--- config.mk ---
export PLATFORM = sky130hd
export DESIGN_NAME = trap_dump_unit
export DESIGN_NICKNAME = d
export VERILOG_FILES = /design/src/rtl/trap_dump_pkg.sv /design/src/rtl/trap_dump_unit.sv
export SDC_FILE = /design/constraint.sdc
export NUM_CORES = 1
export LEC_CHECK = 0
export ABC_AREA = 0
export CORE_MARGIN = 8
export CORE_UTILIZATION = 44
export CTS_CLUSTER_SIZE = 25
export DETAILED_ROUTE_END_ITERATION = 6
export GPL_TIMING_DRIVEN = 0
export PLACE_DENSITY_LB_ADDON = 0.08
export SYNTH_ARGS = -nofsm -noshare
export SYNTH_HDL_FRONTEND = slang
export SYNTH_SLANG_ARGS = --single-unit
--- constraint.sdc ---
create_clock -name clock -period 3 [get_ports clock]
set_input_delay 0.45 -clock clock [delete_from_list [all_inputs] [get_ports clock]]
set_output_delay 0.45 -clock clock [all_outputs]
set_load 0.01 [all_outputs]
--- src/rtl/trap_dump_pkg.sv ---
// ---- trap_dump_pkg | shared types/constants for trap_dump_unit | rev 1.0 ----
`default_nettype none

package trap_dump_pkg;

    typedef enum logic [2:0] {
        IDLE = 3'd0,
        READ = 3'd1,
        WAIT = 3'd2,
        SEND = 3'd3,
        DONE = 3'd4
    } state_t;

    localparam logic [31:0] TRAP_OPCODE_WORD = 32'h4400_0300;
    localparam int unsigned WORD_BYTES       = 4;

endpackage

`default_nettype wire

--- src/rtl/trap_dump_unit.sv ---
// ---- trap_dump_unit | halts on trap word, streams DMEM result region | rev 1.0 ----
// ---- optional checksum trailer word: TRAP_DUMP_CHECKSUM_EN ----
`default_nettype none

module trap_dump_unit
    import trap_dump_pkg::*;
#(
    parameter logic [31:0] TRAP_WORD  = TRAP_OPCODE_WORD,
    parameter int unsigned DUMP_BASE  = 8192,
    parameter int unsigned DUMP_WORDS = 10,
    parameter int unsigned MEM_LAT    = 1
) (
    input  logic        clock,
    input  logic        reset,
    input  logic [31:0] instruction,
    input  logic        instr_valid,
    output logic        halt,
    output logic        mem_rd,
    output logic [31:0] mem_addr,
    input  logic [31:0] mem_rdata,
    output logic        dump_valid,
    input  logic        dump_ready,
    output logic [31:0] dump_data,
    output logic [31:0] dump_addr,
    output logic        dump_last,
    output logic        done
);

`ifdef TRAP_DUMP_CHECKSUM_EN
    localparam int unsigned TOTAL_WORDS = DUMP_WORDS + 1;
`else
    localparam int unsigned TOTAL_WORDS = DUMP_WORDS;
`endif
    localparam int unsigned LAST_IDX = (TOTAL_WORDS == 0) ? 0 : TOTAL_WORDS - 1;
    // Holds every index up to one past the checksum slot.
    localparam int CNT_W = $clog2(DUMP_WORDS + 2);

    state_t           state;
    state_t           state_next;
    logic [CNT_W-1:0] cnt;
    logic [1:0]       lat_cnt;
    logic [31:0]      addr_q;
    logic [31:0]      data_q;
    logic [31:0]      dump_addr_q;
    logic [31:0]      sum;
    logic             halt_q;

    logic trap_seen;
    logic last_word;
    logic lat_done;
    logic handshake;
    logic ck_slot;

    assign trap_seen = instr_valid && (instruction == TRAP_WORD);
    assign last_word = (cnt == CNT_W'(LAST_IDX));
    assign lat_done  = (lat_cnt == 2'(MEM_LAT - 1));
    assign handshake = (state == SEND) && dump_ready;

`ifdef TRAP_DUMP_CHECKSUM_EN
    // The slot after the data words carries the running sum, not a DMEM read.
    assign ck_slot = (cnt == CNT_W'(DUMP_WORDS));
`else
    assign ck_slot = 1'b0;
`endif

    always_ff @(posedge clock) begin
        if (reset) begin
            state <= IDLE;
        end else begin
            state <= state_next;
        end
    end

    always_comb begin
        state_next = state;
        case (state)
            IDLE: begin
                if (trap_seen) begin
                    state_next = (TOTAL_WORDS == 0) ? DONE : READ;
                end
            end
            READ: state_next = WAIT;
            WAIT: begin
                if (lat_done) begin
                    state_next = SEND;
                end
            end
            SEND: begin
                if (dump_ready) begin
                    state_next = last_word ? DONE : READ;
                end
            end
            DONE:    state_next = DONE;
            default: state_next = IDLE;
        endcase
    end

    always_ff @(posedge clock) begin
        if (reset) begin
            cnt         <= '0;
            lat_cnt     <= '0;
            addr_q      <= 32'(DUMP_BASE);
            data_q      <= '0;
            dump_addr_q <= '0;
            sum         <= '0;
            halt_q      <= 1'b0;
        end else begin
            if ((state == IDLE) && trap_seen) begin
                halt_q <= 1'b1;
                cnt    <= '0;
                addr_q <= 32'(DUMP_BASE);
                sum    <= '0;
            end
            if (state == WAIT) begin
                if (lat_done) begin
                    lat_cnt     <= '0;
                    data_q      <= ck_slot ? sum : mem_rdata;
                    dump_addr_q <= addr_q;
                    if (!ck_slot) begin
                        sum <= sum + mem_rdata;
                    end
                end else begin
                    lat_cnt <= lat_cnt + 2'd1;
                end
            end
            if (handshake) begin
                cnt    <= cnt + CNT_W'(1);
                addr_q <= addr_q + 32'(WORD_BYTES);
            end
        end
    end

    assign halt       = halt_q;
    assign mem_rd     = (state == READ) && !ck_slot;
    assign mem_addr   = mem_rd ? addr_q : 32'd0;
    assign dump_valid = (state == SEND);
    assign dump_data  = data_q;
    assign dump_addr  = dump_addr_q;
    assign dump_last  = dump_valid && last_word;
    assign done       = (state == DONE);

endmodule

`default_nettype wire

* Word-level counts from Yosys, hierarchy flattened
Cells that the tools add are included.
** Storage, ports and cells
- Bits in registers :: 106
- Output and inout bits :: 101
- Logic and storage cells :: 39
** Operators by class
- Multiplexer cells :: 11
- Reduce and logical (&&, ||, !) cells :: 9
- Eq/ne operators :: 9
- Add/subtract/negate cells :: 3
** Operators with widths (number)
- 32-bit 2-to-1 mux :: 3
- 32-bit by 3-bit adder with 32-bit output, second input constant :: 1
- 32-bit by 31-bit equality test with 1-bit output, second input constant :: 1
- 3-bit case mux with 5 select lines :: 1
- 3-bit 2-to-1 mux :: 4
- 4-bit 2-to-1 mux :: 2
- 3-bit by 2-bit equality test with 1-bit output, second input constant :: 2
- 4-bit by 1-bit adder with 4-bit output, second input constant :: 1
- 4-bit equality test, second input constant :: 1
- 1-bit logical AND :: 4
- 2-bit != test, second input constant :: 2
- 3-bit by 1-bit equality test with 1-bit output, second input constant :: 1
- 3-bit equality test, second input constant :: 1
- 3-bit logical NOT :: 1
- 3-bit AND reduction :: 1
- 2-bit by 1-bit adder with 2-bit output, second input constant :: 1
- 2-bit logical NOT :: 1
- 2-bit 2-to-1 mux :: 1
- 2-bit by 1-bit != test with 1-bit output, second input constant :: 1
- 2-bit AND reduction :: 1
- 2-bit nonzero test :: 1

* Logic depth before layout (Yosys ltp)
- Depth after elaboration :: 5
- Mapped depth :: 8

* Worst setup path before layout
No wires, ideal clock.
- Path kind :: input -> register
- From :: input port instruction[1]
- To :: register addr_q[25]
- Path buffers :: 2
- Data required time :: 2868 ps
- Slack :: 540 ps
- Arrival time :: 2328 ps
- Stages :: 7
- Cells stage by stage :: or4_1 > or4b_1 > or4_4 > buf_6 > buf_4 > o211ai_1 > a21oi_1
** On the way
- Cells in the longest elaborated chain, start to end :: 4
** RTL lines
- start, declared :: RTL line trap_dump_unit.sv:15 : input logic [31:0] instruction,
- 32-bit by 31-bit equality test with 1-bit output :: RTL line trap_dump_unit.sv:54 : assign trap_seen = instr_valid && (instruction == TRAP_WORD);
- 1-bit logical AND :: RTL line trap_dump_unit.sv:54
- 1-bit logical AND :: RTL line trap_dump_unit.sv:108 : if ((state == IDLE) && trap_seen) begin
- 2-bit nonzero test (no source line)
- end signal, assigned :: RTL line trap_dump_unit.sv:102 : addr_q <= 32'(DUMP_BASE);
- end signal, assigned :: RTL line trap_dump_unit.sv:111 : addr_q <= 32'(DUMP_BASE);
- end signal, assigned :: RTL line trap_dump_unit.sv:128 : addr_q <= addr_q + 32'(WORD_BYTES);
- end, declared :: RTL line trap_dump_unit.sv:42 : logic [31:0] addr_q;
Every way passes these cells.
A chain may end at the register's enable or synchronous reset.

* Final worst setup path
- From :: register state[0]
- To :: output port mem_addr[6]
** On the way
- Cells in the longest elaborated chain, start to end :: 2
** RTL lines
- start, declared :: RTL line trap_dump_unit.sv:38 : state_t state;
- start signal, assigned :: RTL line trap_dump_unit.sv:70 : state <= state_next;
- 3-bit by 1-bit equality test with 1-bit output :: RTL line trap_dump_unit.sv:134 : assign mem_rd = (state == READ) && !ck_slot;
- 32-bit 2-to-1 mux :: RTL line trap_dump_unit.sv:135 : assign mem_addr = mem_rd ? addr_q : 32'd0;
- end, declared :: RTL line trap_dump_unit.sv:19 : output logic [31:0] mem_addr,
Every way passes these cells.

==> impl_metrics.py <==
metrics = {
    "critical_path": {
        "cp_max_fo": 10,
        "worstSetupPathType": "register to primary output",
        "cp.required_ns": 2.55,
        "start_kind": "register",
        "critPathCaptureType": "primary output",
        "max_stage_delay_ns": 0.56,
        "crit_slowest_cell": "clkdlybuf4s50_1",
        "crit_arrival_ns": 2.37,
        "worstPathCellList": "buf_2, nor3b_2, clkbuf_1, and2_1, clkdlybuf4s50_1",
    },
    "sta": {
        "rsz0062_at_grt": "no",
        "fmax_mhz": 355,
        "fin_crit_sh": 0.939,
        "setup_viol": 0,
        "relSlewSlack": 0.436,
        "min_period_ns": 2.82,
        "finClkSkew_ns": 0.0157,
        "layout_setup_ws_ns": 0.182,
        "timing_max_transition_violations_final": 0,
        "worst_slew_pin_slew_ns": 0.839,
        "setup_tns_ns": 0,
        "hold_viol": 0,
    },
    "place": {
        "hpwlAfterDp_mm": 10.5,
        "gp_congestion": 0.865,
        "portBuffers": 164,
        "dpl.cell_count": 871,
        "preCtsSetupSlack_ns": -0.400,
    },
    "pwr": {
        "powerDensity_nw_per_um2": 377,
        "irDropWorstVdd_mv": 0.247,
        "p_leak_nw": 2.12,
    },
    "synth": {
        "ys_warn_count": 0,
        "synth_edf_count": 0,
        "ys_types": 48,
        "synth_top_area_cell": "dfxtp_1",
        "syn_area_per_cell_um2": 7.74,
        "ys_top_cells_by_area": "dfxtp_1, nand2_1, a21oi_1",
        "synth_top_area_share": 0.462,
        "syn-cell-area_um2": 4420,
        "ys_seq_elements": 102,
        "async_flop_share": 0,
        "netlist_instances": 571,
        "synth.most_common_cell": "nand2_1",
        "synth_commonest_cells": "nand2_1, dfxtp_1, a21oi_1, and2_1, clkbuf_1",
        "synth_ff_type": "dfxtp_1",
        "seq_area_frac_synth": 0.462,
    },
    "route": {
        "drt_first_pass_iters": 6,
        "antenna_left": 0,
        "vias_per_cell": 5.14,
        "drt_iter0_drc": 290,
        "drc_errors": 0,
        "postRouteWirelength_mm": 13.7,
        "num_vias": 4552,
        "wl_per_cell_um": 15.5,
    },
    "clock_network": {
        "root_buffer": "clkbuf_8",
        "path_clk_slew_ns": 0.10,
        "htreeDepth": 3,
        "cts_buffers": 9,
        "clk_latency_ns": 0.36,
        "cts_buffer_depth": 2,
        "cts.sinks": 102,
        "ctsResizeCount": 2,
        "cts_hold_buf": 0,
        "cts_setup_buffers": 0,
        "cts_tree": "built",
    },
    "grt": {
        "grt_max_degree": 17,
        "grt_pass1_wl_mm": 21.7,
        "antenna_found_initial": 0,
        "first_global_vias": 4451,
        "track_usage": 0.201,
        "overflow": 0,
    },
    "floorplanning": {
        "core_region_area_um2": 9770,
        "io_pins": 169,
        "rows": 36,
        "dieArea_um2": 13500,
        "start_util": 0.452,
        "die-width_um": 116,
        "die_h_um": 116,
    },
    "outcome": {
        "outcome": "completed",
    },
    "layout": {
        "nets": 822,
        "postLayoutCoreUtil": 0.661,
        "stdcell_count": 886,
        "antenna_cells": 0,
        "drive_above_1_share": 0.0398,
        "areaGrowthSynthToFinish_pct": 46.2,
    },
    "run": {
        "maxCapViolCount": 0,
    },
    "hold_path": {
        "hold_path.class": "register to register",
    },
}
## state kept, by name, indices dropped and copies added (netlist names)
signal	flops
addr_q	30
cnt	4
dump_addr	30
dump_data	32
halt	1
lat_cnt	2
state	3
## metrics by stage
step                      total power [W]  area, um2  hold WS (ns)
after floorplan                   0.00142       4430         0.454
after global placement            0.00151       6240         0.435
after detailed placement          0.00152       6240         0.444
after CTS                         0.00244       6460         0.459
after global routing              0.00251       6460         0.476
final                             0.00243       6460         0.457
## critical path: cells and delay by family, from the launching register on
kind | cells | cell delay (ns)
flops | 1 | 0.31
buf+inv | 3 | 1.11
simple gates | 2 | 0.59
## final cells by class
type	count	area, um2
buffer	41	183
multi-input combinational	421	2180
clock inverter	5	85.1
tap	133	166
clock buffer	10	128
sequential	102	2040
fill	850	3310
timing repair buffer	164	1640
inverter	10	37.5
## worst paths after layout
| kind | start | end | slack, ns | depth (start not counted) |
|---|---|---|---|---|
| setup / recovery | state[0] | mem_addr[6] | 0.18 | 5 |
| hold / removal | dump_addr[25] | dump_addr[25] | 0.46 | 2 |
| hold reg to reg | dump_addr[25] | dump_addr[25] | 0.46 | 2 |
| setup reg to reg | state[2] | addr_q[27] | 0.46 | 7 |
## cells in the final DEF (no fill, tap or decap), drive strengths merged, types with 10 or more instances in the layout
master           n
clkdlybuf4s50  164
nand2          149
dfxtp          102
a21oi           80
clkbuf          42
and2            36
nor2            28
nand3           17
nand4           14
nor3            11
inv             10
## power breakdown
| group | leakage [nW] | internal [W] | switching [W] | total (W) |
|---|---|---|---|---|
| Combinational | 1.20 | 0.0000864 | 0.0000455 | 0.000132 |
| Clock | 0.103 | 0.000469 | 0.000480 | 0.000949 |
| Sequential | 0.821 | 0.00135 | 0.00000000552 | 0.00135 |
## kinds of logic after synthesis
logic type | after synthesis | share of synthesized area
muxes | 2 | 0.00453
and+or+nand+nor | 290 | 0.311
AOI/OAI and AO/OA | 114 | 0.145
other | 1 | 0.000849
buffers and inverters | 51 | 0.0498
adders and majority gates | 5 | 0.0142
xor gates and xnor gates | 6 | 0.0119
DFF | 102 | 0.462
## per-layer routing
metal | global-route usage | up-vias | wire length, um
li1 | - | 2290 | -
met1 | 0.237 | 2110 | 5620
met2 | 0.348 | 142 | 6830
met3 | 0.0553 | 10 | 1120
met4 | 0.0588 | 0 | 116
met5 | 0 | - | 0
No activity file was read; power rests on OpenSTA's default activity.
==> RTL edit, RTL diff (same settings) <==
The parameter `DUMP_WORDS` goes from 10 to 20.
--- a/src/rtl/trap_dump_unit.sv
+++ b/src/rtl/trap_dump_unit.sv
@@ -7,7 +7,7 @@
 #(
     parameter logic [31:0] TRAP_WORD  = TRAP_OPCODE_WORD,
     parameter int unsigned DUMP_BASE  = 8192,
-    parameter int unsigned DUMP_WORDS = 10,
+    parameter int unsigned DUMP_WORDS = 20,
     parameter int unsigned MEM_LAT    = 1
 ) (
     input  logic        clock,
Behaviour: same outputs for any inputs over 10 cycles, from zero or initial values and one cycle with reset high; that may be too few to reach the edited logic, so the function may still have changed.
==> RTL edit against the unedited design <==
Setup slack better by 0.028 ns. Total power shrank 0.91%. Core utilization is 1.2 points lower. Sequential cell count rose by 1. Area after synthesis grew 3.3%. Wire length rose by 3.7%. Design area rose by 2.3%.
==> RTL edit: results <==
export IMPL_status="finished, final reports clean"
export IMPL_dp_slack_ns=0.211
export IMPL_place_gp_congestion=0.812
export IMPL_hpwl_um=10700
export IMPL_power_leakage_nw=2.23
export IMPL_drive_above_1_share=0.0743
export IMPL_cts_resized=1
export IMPL_grt_pass1_wl_um=23000
export IMPL_pwr_density_cell_nw_per_um2=365
export IMPL_grt_pass1_vias=4650
export IMPL_grt_total_usage=0.198
export IMPL_routed_via_density=5.26
export IMPL_final_cells=890
export IMPL_finClkSkew_ns=0.0101
export IMPL_place_area_um2=6390
export IMPL_ys_top_cells_by_area="dfxtp_1 (45%), nand2_1 (12%), a21oi_1 (8.9%), and2_1 (4.4%), nand4_1 (2.9%)"
export IMPL_worst_path_max_fanout=10
export IMPL_postSynthCellCount=571
export IMPL_cts_setup_buffers=0
export IMPL_switching_share=0.218
export IMPL_vdd_drop_max_mv=0.231
export IMPL_dp_cells=874
export IMPL_seqPwrFrac=0.566
export IMPL_avgRoutedWirePerCell_um=16.0
export IMPL_seq_area_frac_synth=0.452
export IMPL_p_clk_frac=0.378
export IMPL_nNetsFinal=821
export IMPL_drt_iter0_markers=320
export IMPL_synth_common_cells="nand2_1 (140), dfxtp_1 (103), a21oi_1 (81)"
export IMPL_tightest_slew_ns=1.08
## RTL edit: worst max-delay path: cells and delay by family, from the launching register on
kind / cells / cell delay (ns)
buffers and inverters: 4 / 1.18
DFF: 1 / 0.35
and+or+nand+nor: 2 / 0.44
## RTL edit: kinds of logic (layout without fill, tap and decap cells)
logic type / after synthesis / count (layout) / share of synthesized area
muxes: 2 / 2 / 0.00439
buffers and inverters: 50 / 230 / 0.0537
DFF: 103 / 103 / 0.452
other: 1 / 4 / 0.000822
adders and majority gates: 4 / 4 / 0.0110
and+or+nand+nor: 297 / 297 / 0.334
AOI/OAI and AO/OA: 105 / 105 / 0.127
xor gates and xnor gates: 9 / 9 / 0.0173
## RTL edit: layer usage
metal	track usage	part of all wire
met4	0.0657	0.015
met2	0.349	0.51
met3	0.0556	0.069
met5	0	0
met1	0.224	0.41
## RTL edit: final cells by class
| cell class | instances | area, µm² |
|---|---|---|
| buffer | 42 | 218 |
| clock buffer | 12 | 155 |
| clock inverter | 4 | 53.8 |
| fill | 912 | 3570 |
| inverter | 8 | 30.0 |
| multi-input combinational | 421 | 2280 |
| sequential | 103 | 2060 |
| tap | 136 | 170 |
| timing repair buffer | 164 | 1640 |
## RTL edit: path summary, 6_finish.rpt
path / start / to / slack (ns) / cells after the start
hold / removal: dump_addr[4]$_SDFFE_PP0P_ / dump_addr[4]$_SDFFE_PP0P_ / 0.46 / 2
hold reg to reg: dump_addr[4]$_SDFFE_PP0P_ / dump_addr[4]$_SDFFE_PP0P_ / 0.46 / 2
setup reg to reg: state[2]$_SDFFE_PP0P_ / dump_data[17]$_SDFFE_PP0P_ / 0.81 / 6
setup / recovery: state[0]$_SDFFE_PP0P_ / mem_addr[13] / 0.21 / 6
